## src/rtl/us_sched_pkg.sv

```systemverilog
// us_sched_pkg
//   Shared definitions for the upstream transmit scheduler slice:
//   FSM state encoding, slot-index width and gap-counter width.
//   Optional feature macro used by the slice: US_SCHED_TIMEOUT_EN.
package us_sched_pkg;

   localparam int unsigned CACHE_NUM_W = 8;
   localparam int unsigned GAP_W       = 16;
   // Mask is widened to the full index range so an 8-bit index never
   // selects outside the vector.
   localparam int unsigned MASK_EXT_W  = 2 ** CACHE_NUM_W;

   typedef enum logic [2:0] {
      S_IDLE = 3'd0,
      S_SCAN = 3'd1,
      S_TRIG = 3'd2,
      S_WAIT = 3'd3,
      S_GAP  = 3'd4,
      S_DONE = 3'd5
   } state_e;

endpackage

```

## src/rtl/us_sched_slot_timer.sv

```systemverilog
// us_sched_slot_timer
//   Loadable down-counter shared by the GAP length count and the WAIT
//   watchdog. Load has priority over tick; the count stops at zero.
//   Ports:
//     clk_i       clock
//     rst_i       synchronous active-high reset (count -> 0)
//     load_i      load load_val_i into the counter
//     load_val_i  value to load
//     tick_i      decrement by one (when non-zero)
//     expired_o   count is zero
module us_sched_slot_timer #(
   parameter int unsigned W = 16
) (
   input  logic         clk_i,
   input  logic         rst_i,
   input  logic         load_i,
   input  logic [W-1:0] load_val_i,
   input  logic         tick_i,
   output logic         expired_o
);

   logic [W-1:0] cnt_q;
   logic [W-1:0] cnt_d;

   always_comb begin
      cnt_d = cnt_q;
      if (load_i) begin
         cnt_d = load_val_i;
      end else if (tick_i && (cnt_q != '0)) begin
         cnt_d = cnt_q - 1'b1;
      end
   end

   always_ff @(posedge clk_i) begin
      if (rst_i) begin
         cnt_q <= '0;
      end else begin
         cnt_q <= cnt_d;
      end
   end

   assign expired_o = (cnt_q == '0);

endmodule

```

## src/rtl/us_transmit_scheduler.sv

```systemverilog
// us_transmit_scheduler
//   Walks one us_timming_req_driver through every enabled cache slot once
//   per round: one-cycle start trigger with the slot index, wait for the
//   driver's done pulse, insert a programmable gap, advance.
//   Optional macro US_SCHED_TIMEOUT_EN adds a WAIT watchdog of
//   TIMEOUT_CYCLES cycles and a saturating timeout counter; without it
//   WAIT holds for the done pulse and timeout_cnt_o is tied to zero.
//   Ports:
//     sys_clk_i                 clock
//     rst_i                     synchronous active-high reset
//     enable_i                  scheduler enable (checked in IDLE/SCAN)
//     round_start_i             one-cycle round start pulse
//     cache_en_mask_i           per-slot transmit enable
//     gap_cycles_i              idle cycles between slots
//     transmit_done_pluse_i     done pulse from the driver
//     transmit_start_trigger_o  one-cycle start pulse to the driver
//     cache_num_o               slot index, held until the next trigger
//     round_busy_o              high while not IDLE
//     round_done_pluse_o        one-cycle end-of-round pulse
//     round_overrun_o           round_start_i seen while busy
//     timeout_cnt_o             saturating slot-timeout count
module us_transmit_scheduler
   import us_sched_pkg::*;
#(
   parameter int unsigned TOTAL_NUM      = 104,
   parameter int unsigned TIMEOUT_CYCLES = 4096
) (
   input  logic                   sys_clk_i,
   input  logic                   rst_i,
   input  logic                   enable_i,
   input  logic                   round_start_i,
   input  logic [TOTAL_NUM-1:0]   cache_en_mask_i,
   input  logic [GAP_W-1:0]       gap_cycles_i,
   input  logic                   transmit_done_pluse_i,
   output logic                   transmit_start_trigger_o,
   output logic [CACHE_NUM_W-1:0] cache_num_o,
   output logic                   round_busy_o,
   output logic                   round_done_pluse_o,
   output logic                   round_overrun_o,
   output logic [15:0]            timeout_cnt_o
);

   localparam int unsigned WD_W  = $clog2(TIMEOUT_CYCLES + 1);
   localparam int unsigned TMR_W = (WD_W > GAP_W) ? WD_W : GAP_W;
   localparam logic [CACHE_NUM_W-1:0] LAST_IDX = CACHE_NUM_W'(TOTAL_NUM - 1);

   state_e                 state_q, state_d;
   logic [CACHE_NUM_W-1:0] idx_q, idx_d;
   logic [CACHE_NUM_W-1:0] cache_num_q, cache_num_d;
   logic                   done_q;
   logic                   overrun_q;

   logic                   tmr_load;
   logic [TMR_W-1:0]       tmr_load_val;
   logic                   tmr_tick;
   logic                   tmr_expired;

   logic [MASK_EXT_W-1:0]  mask_ext;
   assign mask_ext = MASK_EXT_W'(cache_en_mask_i);

`ifdef US_SCHED_TIMEOUT_EN
   logic        timeout_hit;
   logic [15:0] timeout_cnt_q;
`endif

   us_sched_slot_timer #(
      .W (TMR_W)
   ) u_slot_timer (
      .clk_i      (sys_clk_i),
      .rst_i      (rst_i),
      .load_i     (tmr_load),
      .load_val_i (tmr_load_val),
      .tick_i     (tmr_tick),
      .expired_o  (tmr_expired)
   );

   always_comb begin
      state_d      = state_q;
      idx_d        = idx_q;
      cache_num_d  = cache_num_q;
      tmr_load     = 1'b0;
      tmr_load_val = '0;
      tmr_tick     = 1'b0;
`ifdef US_SCHED_TIMEOUT_EN
      timeout_hit  = 1'b0;
`endif
      unique case (state_q)
         S_IDLE: begin
            if (round_start_i && enable_i) begin
               idx_d   = '0;
               state_d = S_SCAN;
            end
         end
         S_SCAN: begin
            if (!enable_i) begin
               state_d = S_DONE;
            end else if (mask_ext[idx_q]) begin
               cache_num_d = idx_q;
               state_d     = S_TRIG;
            end else if (idx_q == LAST_IDX) begin
               state_d = S_DONE;
            end else begin
               idx_d = idx_q + 1'b1;
            end
         end
         S_TRIG: begin
            state_d = S_WAIT;
`ifdef US_SCHED_TIMEOUT_EN
            // Count down TIMEOUT_CYCLES WAIT cycles; expiry marks the last one.
            tmr_load     = 1'b1;
            tmr_load_val = TMR_W'(TIMEOUT_CYCLES - 1);
`endif
         end
         S_WAIT: begin
            // Done wins over a coincident watchdog expiry.
            if (transmit_done_pluse_i) begin
               tmr_load     = 1'b1;
               tmr_load_val = TMR_W'(gap_cycles_i);
               state_d      = S_GAP;
            end
`ifdef US_SCHED_TIMEOUT_EN
            else if (tmr_expired) begin
               tmr_load     = 1'b1;
               tmr_load_val = TMR_W'(gap_cycles_i);
               timeout_hit  = 1'b1;
               state_d      = S_GAP;
            end else begin
               tmr_tick = 1'b1;
            end
`endif
         end
         S_GAP: begin
            // Loaded with gap_cycles_i on entry, so GAP spans gap+1 cycles.
            if (tmr_expired) begin
               if (idx_q == LAST_IDX) begin
                  state_d = S_DONE;
               end else begin
                  idx_d   = idx_q + 1'b1;
                  state_d = S_SCAN;
               end
            end else begin
               tmr_tick = 1'b1;
            end
         end
         S_DONE: begin
            state_d = S_IDLE;
         end
         default: begin
            state_d = S_IDLE;
         end
      endcase
   end

   always_ff @(posedge sys_clk_i) begin
      if (rst_i) begin
         state_q     <= S_IDLE;
         idx_q       <= '0;
         cache_num_q <= '0;
         done_q      <= 1'b0;
         overrun_q   <= 1'b0;
      end else begin
         state_q     <= state_d;
         idx_q       <= idx_d;
         cache_num_q <= cache_num_d;
         done_q      <= (state_q == S_DONE);
         overrun_q   <= round_start_i && (state_q != S_IDLE);
      end
   end

`ifdef US_SCHED_TIMEOUT_EN
   always_ff @(posedge sys_clk_i) begin
      if (rst_i) begin
         timeout_cnt_q <= '0;
      end else if (timeout_hit && (timeout_cnt_q != '1)) begin
         timeout_cnt_q <= timeout_cnt_q + 1'b1;
      end
   end
   assign timeout_cnt_o = timeout_cnt_q;
`else
   assign timeout_cnt_o = '0;
`endif

   assign transmit_start_trigger_o = (state_q == S_TRIG);
   assign cache_num_o              = cache_num_q;
   assign round_busy_o             = (state_q != S_IDLE);
   assign round_done_pluse_o       = done_q;
   assign round_overrun_o          = overrun_q;

endmodule

```

## config.mk

```make
export PLATFORM = sky130hd
export DESIGN_NAME = us_transmit_scheduler
export DESIGN_NICKNAME = d
export VERILOG_FILES = /design/src/rtl/us_sched_pkg.sv /design/src/rtl/us_sched_slot_timer.sv /design/src/rtl/us_transmit_scheduler.sv
export SDC_FILE = /design/constraint.sdc
export NUM_CORES = 1
export LEC_CHECK = 0
export BUFFER_PORTS_ARGS = -buffer_cell sky130_fd_sc_hd__buf_2
export CORE_MARGIN = 5
export CORE_UTILIZATION = 35
export CTS_BUF_LIST = sky130_fd_sc_hd__clkbuf_16
export DETAILED_ROUTE_END_ITERATION = 10
export PLACE_DENSITY = 0.64
export SYNTH_ARGS = -nofsm -noshare
export SYNTH_HDL_FRONTEND = slang
export SYNTH_SLANG_ARGS = --single-unit
```

## constraint.sdc

```tcl
create_clock -name sys_clk_i -period 3.4 [get_ports sys_clk_i]
set_input_delay 0.17 -clock sys_clk_i [delete_from_list [all_inputs] [get_ports sys_clk_i]]
set_output_delay 0.17 -clock sys_clk_i [all_outputs]
set_load 0.01 [all_outputs]
```

**Word level (Yosys, flattened, before mapping)**

Cells that the tools add are included.

- Add/sub/neg operators: 2
- Order comparisons: 1
- Equality and inequality tests: 12
- Multiplexer cells: 24
- Reduce and logical (&&, ||, !) cells: 12

Operators with widths:

| operator | count |
|---|---|
| 16-bit 2-to-1 mux | 4 |
| 8-bit 2-to-1 mux | 5 |
| 8-bit one-hot mux with 3 select lines | 1 |
| 3-bit 2-to-1 mux | 7 |
| 16-bit zero test | 1 |
| 16-bit nonzero test | 1 |
| 16-bit by 1-bit subtractor with 16-bit output, second input constant | 1 |
| 3-bit one-hot mux with 5 select lines | 1 |
| 2-bit inequality test, second input constant | 5 |
| 8-bit by 9-bit < comparator with 1-bit output, second input constant | 1 |
| 8-bit by 1-bit adder with 8-bit output, second input constant | 1 |
| 1-bit binary-select mux with 8-bit select | 1 |
| 8-bit by 7-bit == test with 1-bit output, second input constant | 1 |
| 3-bit by 2-bit == test with 1-bit output, second input constant | 2 |
| 3-bit == test, second input constant | 2 |
| 3-bit nonzero test | 2 |
| 1-bit 2-to-1 mux | 5 |
| 5-bit AND reduction | 1 |
| 4-bit inequality test, second input constant | 1 |
| 4-bit AND reduction | 1 |
| 3-bit by 1-bit == test with 1-bit output, second input constant | 1 |
| 1-bit logical AND | 3 |
| 3-bit zero test | 1 |
| 3-bit AND reduction | 1 |
| 2-bit nonzero test | 1 |

- Bits in registers: 37
- Output and inout port bits: 28
- Logic and storage cells: 57

**Longest topological paths before layout**

- Depth after elaboration: 6
- Depth in mapped cells: 11

**Cells and area by module**

A second synthesis with hierarchy kept.

- Cell total of the unflattened synthesis: 368
- Area, all modules: 3271.9 µm²

By module, submodules not included:

| module | times used | cells each | area an instance (µm²) |
|---|---|---|---|
| us_transmit_scheduler | 1 | 254 | 2327.2 |
| us_sched_slot_timer | 1 | 114 | 944.7 |

**Worst setup path before layout**

OpenSTA, ideal clock, no wires.

- Kind: reg2reg
- Start: reg idx_q[0]
- End: reg idx_q[3]
- Setup time: 70 ps
- Arrival: 2751 ps
- Setup slack: 579 ps
- Stages on the path, launching flop included: 10
- Cell sequence: dfxtp_1 -> buf_6 -> mux4_2 -> mux2_2 -> a31o_1 -> a2111oi_4 -> a2111oi_2 -> buf_2 -> or4_1 -> a21oi_1

- Cells in the longest elaborated chain, start to end: 5

Ends and longest elaborated chain:

| what | RTL line | RTL |
|---|---|---|
| from (decl) | us_transmit_scheduler.sv:48 | `logic [CACHE_NUM_W-1:0] idx_q, idx_d;` |
| from (signal assigned) | us_transmit_scheduler.sv:163 | `idx_q <= idx_d;` |
| branches (longest 5 deep; another with 1-bit binary-select mux with 8-bit select) | - |  |

Several ways; the timed one is not identified. The select of a mux whose other input is x is not followed.
A chain may end at the register's enable or synchronous reset.

**Final worst setup path**

- Start: reg idx_q[0]
- End: reg idx_q[0]

The elaborated chain is that of the path after synthesis.

==> impl_metrics.yaml <==
timing:
  tns_ns: 0
  skew_ns: 0.002808
  hold_slack_ns: 0.1363
  final-hold-violation-count: 0
  timing.final.ws_setup_ns: 0.3028
  min_period_over_period: 0.9109
  rsz0062_at_grt: "no"
  worstMarginPinSlew_ns: 0.6033
  period_minus_slack_ns: 3.097
  fmax_mhz: 322.9
  timing.max_slew.rel_slack: 0.5978
  slew_violations: 0
  setup_viol: 0
global_route:
  gr-usage-all-layers: 0.1728
  grt_pass1_wl_um: 14390
  grt_pass1_vias: 2983
  grt_max_degree: 32
  antenna_found_initial: 0
  overflow: 0
finish:
  antenna_cells: 0
  final_core_util: 0.4697
  syn2layout_area_growth_pct: 29.87
  fin_area_mm2: 0.003879
  drive_above_1_share: 0.4104
  final_nets: 589
  layoutNonFillerInstCount: 568
  fill_cells: 830
yosys:
  async_reset_ff_frac: 0
  yosysSeqAreaShare: 0.2480
  yosys-top-cells-area: "dfxtp_1 25%, mux4_2 17%, mux2i_1 5.4%"
  synthFlopType: "dfxtp_1"
  synth_edf_count: 0
  synth.largest_area_cell: "dfxtp_1"
  yosysWarnings: 0
  synth.avg_cell_area_um2: 8.996
  syn_inst: 332
  synth_commonest_cells: "37 x dfxtp_1, 32 x nor2_1, 22 x mux4_2, 21 x nand2_1, 18 x buf_4"
  ys_types: 51
  yosysTopAreaCellShare: 0.2480
  netlist_area_mm2: 0.002987
  synthMostInstantiatedCell: "dfxtp_1"
  ys_ff_latch: 37
power_and_ir_drop:
  ir_drop_uv: 275.2
  power_density_mw_per_mm2: 524.1
  leakage_nw: 1.604
  total_power_mw: 2.033
routing:
  ant_nets: 0
  wl_met2_um: 4440
  met1_length_um: 3707
  dr_wl_met3_um: 617
  via_per_inst: 5.208
  dr.pass1.iters: 4
  drt_iter0_drc: 195
  vias: 2958
  route.detailed.drc: 0
  wl_um: 8816
  top_layer: "met4"
  avgRoutedWirePerCell_um: 15.52
clock_tree:
  clk_latency_ns: 0.28
  cts_hold_buf: 0
  cts_setup_buffers: 0
  cts_buffers: 5
  htreeDepth: 2
  cts_resized: 0
  clkSlewWorstSetupHoldPaths_ns: 0.06
  cts.sinks: 37
  cts_tree: "done"
  clk_path_buf_depth: 2
  ctsRootBufferMaster: "clkbuf_16"
setup_path:
  crit_path_end_kind: "flop"
  arrival_ns: 3.26
  cp_cell_sequence: "buf_12, mux4_2, mux2i_1, a221oi_1, a2111oi_4, a2111oi_2, buf_4, or3_1, o21ai_0"
  start_kind: "flop"
  cp_max_fo: 22
  slowest_delay_ns: 0.51
  critPathSlowestCell: "mux4_2"
  critical_path_class: "flop to flop"
  crit_required_ns: 3.56
die:
  die_area_mm2: 0.01048
  coreArea_mm2: 0.008258
  fp.dieH_um: 102.4
  placementRows: 33
  die_w_um: 102.4
  initial_utilization: 0.3617
  ios: 153
placed_design:
  dpl.hpwl_um: 7164
  placed_cell_area_mm2: 0.003716
  gp_congestion: 0.8434
  dp_cells: 560
  pre_cts_slack_ns: 0.2774
  place.port_buffers: 136
hold_path:
  min_path_type: "input pin to flop"
status:
  outcome: "finished clean"
flow_run:
  maxCapViolCount: 0
metal layers:
| metal | GRT usage | vias up |
|---|---|---|
| met5 | 0 | - |
| met4 | 0.03229 | 0 |
| met1 | 0.2251 | 1390 |
| met3 | 0.04027 | 4 |
| li1 | - | 1474 |
| met2 | 0.2949 | 90 |
final cells by class:
type	instances	area, µm²	share of cell area
tap	105	131.4	0.03387
clock buffer	5	125.1	0.03226
clock inverter	3	37.54	0.009677
sequential	37	742.0	0.1913
timing repair buffer	149	790.8	0.2039
inverter	11	41.29	0.01065
multi-input combinational	258	2011	0.5184
cells in the final DEF, fill, tap and decap left out, drive strengths merged, types with 10 or more instances in the layout:
cell and n:
mux2i 16, nand2 21, inv 12, nand3 13
o21ai 13, a211oi 15, mux4 22, xnor2 10
buf 149, a21oi 15, conb 16, dfxtp 37
nor2 32
power breakdown:
part | switching [mW] | total [mW] | internal, mW | leakage, nW
combinational | 0.468 | 0.944 | 0.476 | 1.22
clock | 0.173 | 0.513 | 0.340 | 0.0826
sequential | 0.0813 | 0.575 | 0.494 | 0.300
total | 0.722 | 2.03 | 1.31 | 1.60
flip-flops by register name, summed over array words and instances, names as in the netlist:
| register | cells |
|---|---|
| u_slot_timer.cnt_q | 16 |
| round_done_pluse_o | 1 |
| round_overrun_o | 1 |
| idx_q | 8 |
| state_q | 3 |
| cache_num_o | 8 |
worst paths after layout:
path	start	endpoint	depth (start not counted)	slack, ns
max reg2reg	idx_q[0]$_SDFFE_PP0P_	idx_q[0]$_SDFFE_PP0P_	9	0.30
min reg2reg	cache_num_o[4]$_SDFFE_PP0P_	cache_num_o[4]$_SDFFE_PP0P_	2	0.48
min	gap_cycles_i[1]	u_slot_timer.cnt_q[1]$_SDFFE_PP0P_	3	0.14
max	idx_q[0]$_SDFFE_PP0P_	idx_q[0]$_SDFFE_PP0P_	9	0.30
cells by family after synthesis:
| logic type | Yosys count | share of synthesized area |
|---|---|---|
| muxes | 44 | 0.2421 |
| adders and majority gates | 2 | 0.008377 |
| DFF | 37 | 0.2480 |
| xor gates and xnor gates | 15 | 0.04399 |
| other | 1 | 0.001256 |
| and+or+nand+nor | 111 | 0.1915 |
| AOI/OAI and AO/OA | 70 | 0.1672 |
| buffers and inverters | 52 | 0.09761 |
critical path: cells and delay by family, from the launching register on:
family                 cells  cell delay (ns)
AOI/OAI and AO/OA          4             0.99
muxes                      2             0.68
DFF                        1             0.50
buffers and inverters      2             0.42
and+or+nand+nor            1             0.36
Power figures use the tool's default switching activity.
